$ cat src/rtl/uart_rx_simplex_if.sv
// Parallel-side bundle of the UART receiver: serial line in, byte/strobes out.
// Optional UART_RX_PARITY_EN adds the parity_err strobe; dbg_state mirrors the FSM.
interface uart_rx_simplex_if #(
  parameter int DATA_BITS = 8
);
  logic                 rx;
  logic [DATA_BITS-1:0] dout;
  logic                 done;
  logic                 frame_err;
  logic                 busy;
`ifdef UART_RX_PARITY_EN
  logic                 parity_err;
`endif
  logic [2:0]           dbg_state;

  // Handshake: no ready/backpressure. done (or frame_err) is a one-cycle
  // valid strobe; the consumer must capture dout in the cycle done is high.
  modport slave (
    input  rx,
    output dout,
    output done,
    output frame_err,
    output busy,
`ifdef UART_RX_PARITY_EN
    output parity_err,
`endif
    output dbg_state
  );

  modport master (
    output rx,
    input  dout,
    input  done,
    input  frame_err,
    input  busy,
`ifdef UART_RX_PARITY_EN
    input  parity_err,
`endif
    input  dbg_state
  );
endinterface

$ cat src/rtl/uart_rx_simplex.sv
// Oversampling UART receiver: start detect, mid-bit sampling, LSB-first byte.
// Define UART_RX_PARITY_EN to add an even-parity bit and the parity_err strobe.
module uart_rx_simplex #(
  parameter int CLKS_PER_BIT = 16,
  parameter int DATA_BITS    = 8
) (
  input  logic             clk,
  input  logic             rst,
  uart_rx_simplex_if.slave bus
);
  localparam int CNT_W = $clog2(CLKS_PER_BIT);
  localparam int IDX_W = $clog2(DATA_BITS);
  localparam logic [CNT_W-1:0] CNT_HALF = CNT_W'(CLKS_PER_BIT / 2 - 1);
  localparam logic [CNT_W-1:0] CNT_LAST = CNT_W'(CLKS_PER_BIT - 1);
  localparam logic [IDX_W-1:0] IDX_LAST = IDX_W'(DATA_BITS - 1);

  typedef enum logic [2:0] {
    S_IDLE      = 3'd0,
    S_START     = 3'd1,
    S_DATA      = 3'd2,
`ifdef UART_RX_PARITY_EN
    S_PARITY    = 3'd3,
`endif
    S_STOP      = 3'd4,
    S_WAIT_IDLE = 3'd5
  } state_t;

  state_t               state_q;
  logic                 rx_meta_q;
  logic                 rxs_q;
  logic [CNT_W-1:0]     cnt_q;
  logic [IDX_W-1:0]     idx_q;
  logic [DATA_BITS-1:0] shreg_q;
  logic [DATA_BITS-1:0] dout_q;
  logic                 done_q;
  logic                 frame_err_q;
  logic                 busy_q;
`ifdef UART_RX_PARITY_EN
  logic                 par_bad_q;
  logic                 parity_err_q;
`endif

  always_ff @(posedge clk or negedge rst) begin
    if (!rst) begin
      state_q      <= S_IDLE;
      rx_meta_q    <= 1'b1;
      rxs_q        <= 1'b1;
      cnt_q        <= '0;
      idx_q        <= '0;
      shreg_q      <= '0;
      dout_q       <= '0;
      done_q       <= 1'b0;
      frame_err_q  <= 1'b0;
      busy_q       <= 1'b0;
`ifdef UART_RX_PARITY_EN
      par_bad_q    <= 1'b0;
      parity_err_q <= 1'b0;
`endif
    end else begin
      rx_meta_q   <= bus.rx;
      rxs_q       <= rx_meta_q;
      done_q      <= 1'b0;
      frame_err_q <= 1'b0;
`ifdef UART_RX_PARITY_EN
      parity_err_q <= 1'b0;
`endif
      case (state_q)
        S_IDLE: begin
          if (!rxs_q) begin
            state_q <= S_START;
            cnt_q   <= '0;
            busy_q  <= 1'b1;
          end
        end
        S_START: begin
          if (cnt_q == CNT_HALF) begin
            cnt_q <= '0;
            if (!rxs_q) begin
              state_q <= S_DATA;
              idx_q   <= '0;
            end else begin
              // Line went back high before mid start bit: treat as a glitch.
              state_q <= S_IDLE;
              busy_q  <= 1'b0;
            end
          end else begin
            cnt_q <= cnt_q + 1'b1;
          end
        end
        S_DATA: begin
          if (cnt_q == CNT_LAST) begin
            cnt_q   <= '0;
            shreg_q <= {rxs_q, shreg_q[DATA_BITS-1:1]};
            if (idx_q == IDX_LAST) begin
`ifdef UART_RX_PARITY_EN
              state_q <= S_PARITY;
`else
              state_q <= S_STOP;
`endif
            end else begin
              idx_q <= idx_q + 1'b1;
            end
          end else begin
            cnt_q <= cnt_q + 1'b1;
          end
        end
`ifdef UART_RX_PARITY_EN
        S_PARITY: begin
          if (cnt_q == CNT_LAST) begin
            cnt_q     <= '0;
            par_bad_q <= rxs_q ^ (^shreg_q);
            state_q   <= S_STOP;
          end else begin
            cnt_q <= cnt_q + 1'b1;
          end
        end
`endif
        S_STOP: begin
          if (cnt_q == CNT_LAST) begin
            cnt_q <= '0;
            if (rxs_q) begin
              dout_q  <= shreg_q;
              done_q  <= 1'b1;
`ifdef UART_RX_PARITY_EN
              parity_err_q <= par_bad_q;
`endif
              state_q <= S_IDLE;
              busy_q  <= 1'b0;
            end else begin
              frame_err_q <= 1'b1;
              state_q     <= S_WAIT_IDLE;
            end
          end else begin
            cnt_q <= cnt_q + 1'b1;
          end
        end
        S_WAIT_IDLE: begin
          // A stuck-low line must go high before a new start can be seen.
          if (rxs_q) begin
            state_q <= S_IDLE;
            busy_q  <= 1'b0;
          end
        end
        default: begin
          state_q <= S_IDLE;
          busy_q  <= 1'b0;
        end
      endcase
    end
  end

  assign bus.dout       = dout_q;
  assign bus.done       = done_q;
  assign bus.frame_err  = frame_err_q;
  assign bus.busy       = busy_q;
`ifdef UART_RX_PARITY_EN
  assign bus.parity_err = parity_err_q;
`endif
  assign bus.dbg_state  = state_q;
endmodule
$ cat src/flat_wrapper.sv
// flat-port wrapper written by rule: the top's interface ports become plain ports
module uart_rx_simplex_flat 
#(
  parameter int CLKS_PER_BIT = 16,
  parameter int DATA_BITS    = 8
)
  (clk, rst, bus_rx, bus_dout, bus_done, bus_frame_err, bus_busy, bus_dbg_state);
  uart_rx_simplex_if #(.DATA_BITS(DATA_BITS)) bus_i ();
  input  logic clk;
  input  logic rst;
  input wire logic [$bits(bus_i.rx)-1:0] bus_rx;
  output wire logic [$bits(bus_i.dout)-1:0] bus_dout;
  output wire logic [$bits(bus_i.done)-1:0] bus_done;
  output wire logic [$bits(bus_i.frame_err)-1:0] bus_frame_err;
  output wire logic [$bits(bus_i.busy)-1:0] bus_busy;
  output wire logic [$bits(bus_i.dbg_state)-1:0] bus_dbg_state;
  assign bus_i.rx = bus_rx;
  assign bus_dout = bus_i.dout;
  assign bus_done = bus_i.done;
  assign bus_frame_err = bus_i.frame_err;
  assign bus_busy = bus_i.busy;
  assign bus_dbg_state = bus_i.dbg_state;
  uart_rx_simplex #(.CLKS_PER_BIT(CLKS_PER_BIT), .DATA_BITS(DATA_BITS)) u_core (.clk(clk), .rst(rst), .bus(bus_i));
endmodule
$ cat config.mk
export PLATFORM = sky130hd
export DESIGN_NAME = uart_rx_simplex_flat
export DESIGN_NICKNAME = d
export VERILOG_FILES = /design/src/rtl/uart_rx_simplex_if.sv /design/src/rtl/uart_rx_simplex.sv /design/src/flat_wrapper.sv
export SDC_FILE = /design/constraint.sdc
export NUM_CORES = 1
export LEC_CHECK = 0
export CAP_MARGIN = 20
export CORE_ASPECT_RATIO = 1.5
export CORE_MARGIN = 3
export CORE_UTILIZATION = 35
export DETAILED_ROUTE_END_ITERATION = 12
export GPL_TIMING_DRIVEN = 0
export SLEW_MARGIN = 20
export SYNTH_ARGS = -nofsm -noshare
export SYNTH_HDL_FRONTEND = slang
export SYNTH_SLANG_ARGS = --single-unit
$ cat constraint.sdc
create_clock -name clk -period 2 [get_ports clk]
set_clock_uncertainty 0.05 [all_clocks]
set_input_delay 0.4 -clock clk [delete_from_list [all_inputs] [get_ports clk]]
set_output_delay 0.4 -clock clk [all_outputs]
set_load 0.005 [all_outputs]
==> flow_metrics.env <==
export IMPL_finalHoldViolations=0
export IMPL_grt_pass1_vias=992
export IMPL_start_kind="flip-flop"
export IMPL_max_slew_margin_pct=55.7
export IMPL_root_buffer="clkbuf_8"
export IMPL_start_util_pct=37.4
export IMPL_numCtsBuffers=5
export IMPL_grt_max_degree=32
export IMPL_core_mm2=0.00378
export IMPL_ios=17
export IMPL_final_net_count=142
export IMPL_synth_edf_count=0
export IMPL_slew_violations=0
export IMPL_overflow=0
export IMPL_ys_ff_latch=31
export IMPL_die_w_um=57.9
export IMPL_r2r_end="u_core.shreg_q[3]$_DFFE_PN0P_"
export IMPL_fin_cells=179
export IMPL_place_congestion=0.780
export IMPL_mostFrequentLayoutCells="dfrtp_1 (29), mux2_2 (20), clkdlybuf4s50_1 (15), nor2_1 (9), clkbuf_8 (6)"
export IMPL_p_leak_nw=0.814
export IMPL_num_vias=976
export IMPL_insertion_delay_ns=0.28
export IMPL_async_flop_share_pct=100
export IMPL_clk_pin_slew_worst_paths_ns=0.06
export IMPL_die_area_mm2=0.00486
export IMPL_synth_distinct_cells=33
export IMPL_p_per_area_mw_per_mm2=1020
export IMPL_cts_sinks=31
export IMPL_post_drt_wl_per_cell_um=14.8
export IMPL_crit_type="reg2reg"
export IMPL_reg2reg_from="u_core.bus.dbg_state[0]$_DFFE_PN0P_"
export IMPL_die_y_um=83.9
export IMPL_first_iter_violations=18
export IMPL_wl_mm=2.65
export IMPL_design_area_mm2=0.00172
export IMPL_finalCritPeriodShare_pct=92.4
export IMPL_yosysWarnings=0
export IMPL_synthCells=113
export IMPL_post_dp_hpwl_mm=1.90
export IMPL_rsz0062_at_grt="no"
export IMPL_finalHoldWorstSlack_ns=0.103
export IMPL_dp_cells=172
export IMPL_vdd_ir_drop_max_v=0.000542
export IMPL_numPortBuffers=16
export IMPL_num_rows=27
export IMPL_grt_first_pass_wirelength_mm=4.65
export IMPL_path_max_fanout=9
export IMPL_antenna_found_initial=0
export IMPL_synth_area_mm2=0.00142
export IMPL_reg2reg_depth=3
export IMPL_syn_to_final_growth_pct=21.4
export IMPL_ys_seq_area_share_pct=54.9
export IMPL_drtPass1Iterations=4
export IMPL_rrSetupSlack_ns=0.15
export IMPL_worstPathArrival_ns=1.96
export IMPL_drc=0
export IMPL_period_needed_ns=1.85
export IMPL_postCtsSetupBuffers=0
export IMPL_status="complete, no violations"
export IMPL_grtUsageTotal_pct=12.6
export IMPL_cts_hold_buf=0
export IMPL_synth_nets=119
export IMPL_holdCritPathClass="in2async"
export IMPL_cap_violations=0
export IMPL_avgSynthCellArea_um2=12.5
export IMPL_clk_path_buf_depth=2
export IMPL_n_antenna_cell=0
export IMPL_cts_htree_levels=2
export IMPL_final_util_pct=45.4
export IMPL_layout_commonest_cell="dfrtp_1"
export IMPL_vias_per_cell=5.45
export IMPL_drive_gt1_share_pct=29.4
export IMPL_postRouteAntennaNets=0
export IMPL_post_dp_cell_area_mm2=0.00163
export IMPL_synthFlopType="dfrtp_1"
export IMPL_worst_pin_slew_ns=0.665
export IMPL_cp_data_required_time_ns=2.11
export IMPL_fmax_ghz=0.541
export IMPL_tritoncts="yes"
export IMPL_post_cts_resized=0
export IMPL_cp_end_kind="flip-flop"
export IMPL_setup_viol=0
export IMPL_total_power_w=0.00175
[registers in the layout, indices dropped and copies added, names as in the netlist]
signal                cells
u_core.shreg_q            8
u_core.rxs_q              1
u_core.bus.busy           1
u_core.bus.done           1
u_core.bus.dbg_state      3
u_core.cnt_q              4
u_core.rx_meta_q          1
u_core.bus.frame_err      1
u_core.idx_q              3
u_core.bus.dout           8
[critical path: stages (launching register included)]
cell and delay (ns):
dfrtp_1 0.47, or3b_4 0.44, nor3_4 0.38, mux2_2 0.39
[how the worst max path moves through the flow]
stage / from / to / slack, ns / cells after the start
CTS: u_core.bus.dbg_state[0]$_DFFE_PN0P_ / u_core.shreg_q[3]$_DFFE_PN0P_ / 0.14 / 3
floorplan: u_core.rxs_q$_DFF_PN1_ / u_core.cnt_q[3]$_DFFE_PN0P_ / 0.33 / 5
detailed placement: u_core.bus.dbg_state[0]$_DFFE_PN0P_ / u_core.shreg_q[3]$_DFFE_PN0P_ / 0.16 / 3
global route: u_core.cnt_q[0]$_DFFE_PN0P_ / u_core.idx_q[1]$_DFFE_PN0P_ / 0.01 / 5
global placement: rst / u_core.idx_q[0]$_DFFE_PN0P_ / -0.11 / 1
finish: u_core.bus.dbg_state[0]$_DFFE_PN0P_ / u_core.shreg_q[3]$_DFFE_PN0P_ / 0.15 / 3
[cell type report]
cell class	count	area, um^2
sequential	31	778
fill	369	2060
multi-input combinational	74	609
clock inverter	1	5.00
tap	43	53.8
buffer	4	20.0
inverter	4	15.0
timing repair buffer	16	155
clock buffer	6	82.6
[per-stage QoR]
stage	setup slack (ns)	setup TNS [ns]
6_report	0.153	0
5_1_grt	0.0134	0
4_1_cts	0.143	0
3_5_place_dp	0.160	0
3_3_place_gp	-0.105	-3.02
2_1_floorplan	0.335	0
[cells by family after synthesis]
| family | share of synthesized area (%) |
|---|---|
| muxes | 15.9 |
| and+or+nand+nor | 12.9 |
| buffers and inverters | 2.47 |
| AOI/OAI and AO/OA | 11.1 |
| DFF | 54.9 |
| adders and majority gates | 2.65 |
[routing by layer]
| layer | vias up | GRT usage (%) | routed length, um | share of wire, % |
|---|---|---|---|---|
| met2 | 15 | 20.9 | 1390 | 52 |
| met5 | - | 0 | 0 | 0 |
| met1 | 495 | 13.6 | 1100 | 41 |
| met3 | 8 | 4.18 | 88 | 3.3 |
| met4 | 0 | 6.96 | 73 | 2.8 |
| li1 | 458 | - | - | - |
[synth_stat cells, drive strengths merged, types with 2 or more instances]
cell type   n  share of area (%)
dfrtp      29                 51
mux2       20                 16
nor2        9                2.4
o21ai       5                1.8
buf         4                1.4
inv         4                1.1
a31oi       3                1.3
and3        3                1.3
ha          3                2.7
nand2       3               0.79
nand3       3                1.1
nor4        3                1.3
a211oi      2                1.1
dfstp       2                3.7
o211a       2                1.4
[power breakdown]
part / leakage [nW] / internal, W / switching [W] / total (W)
registers: 0.403 / 0.000746 / 0.0000920 / 0.000838
logic: 0.364 / 0.000226 / 0.000195 / 0.000421
clock network: 0.0470 / 0.000269 / 0.000217 / 0.000487
total: 0.814 / 0.00124 / 0.000504 / 0.00175
Power figures use the tool's default switching activity.
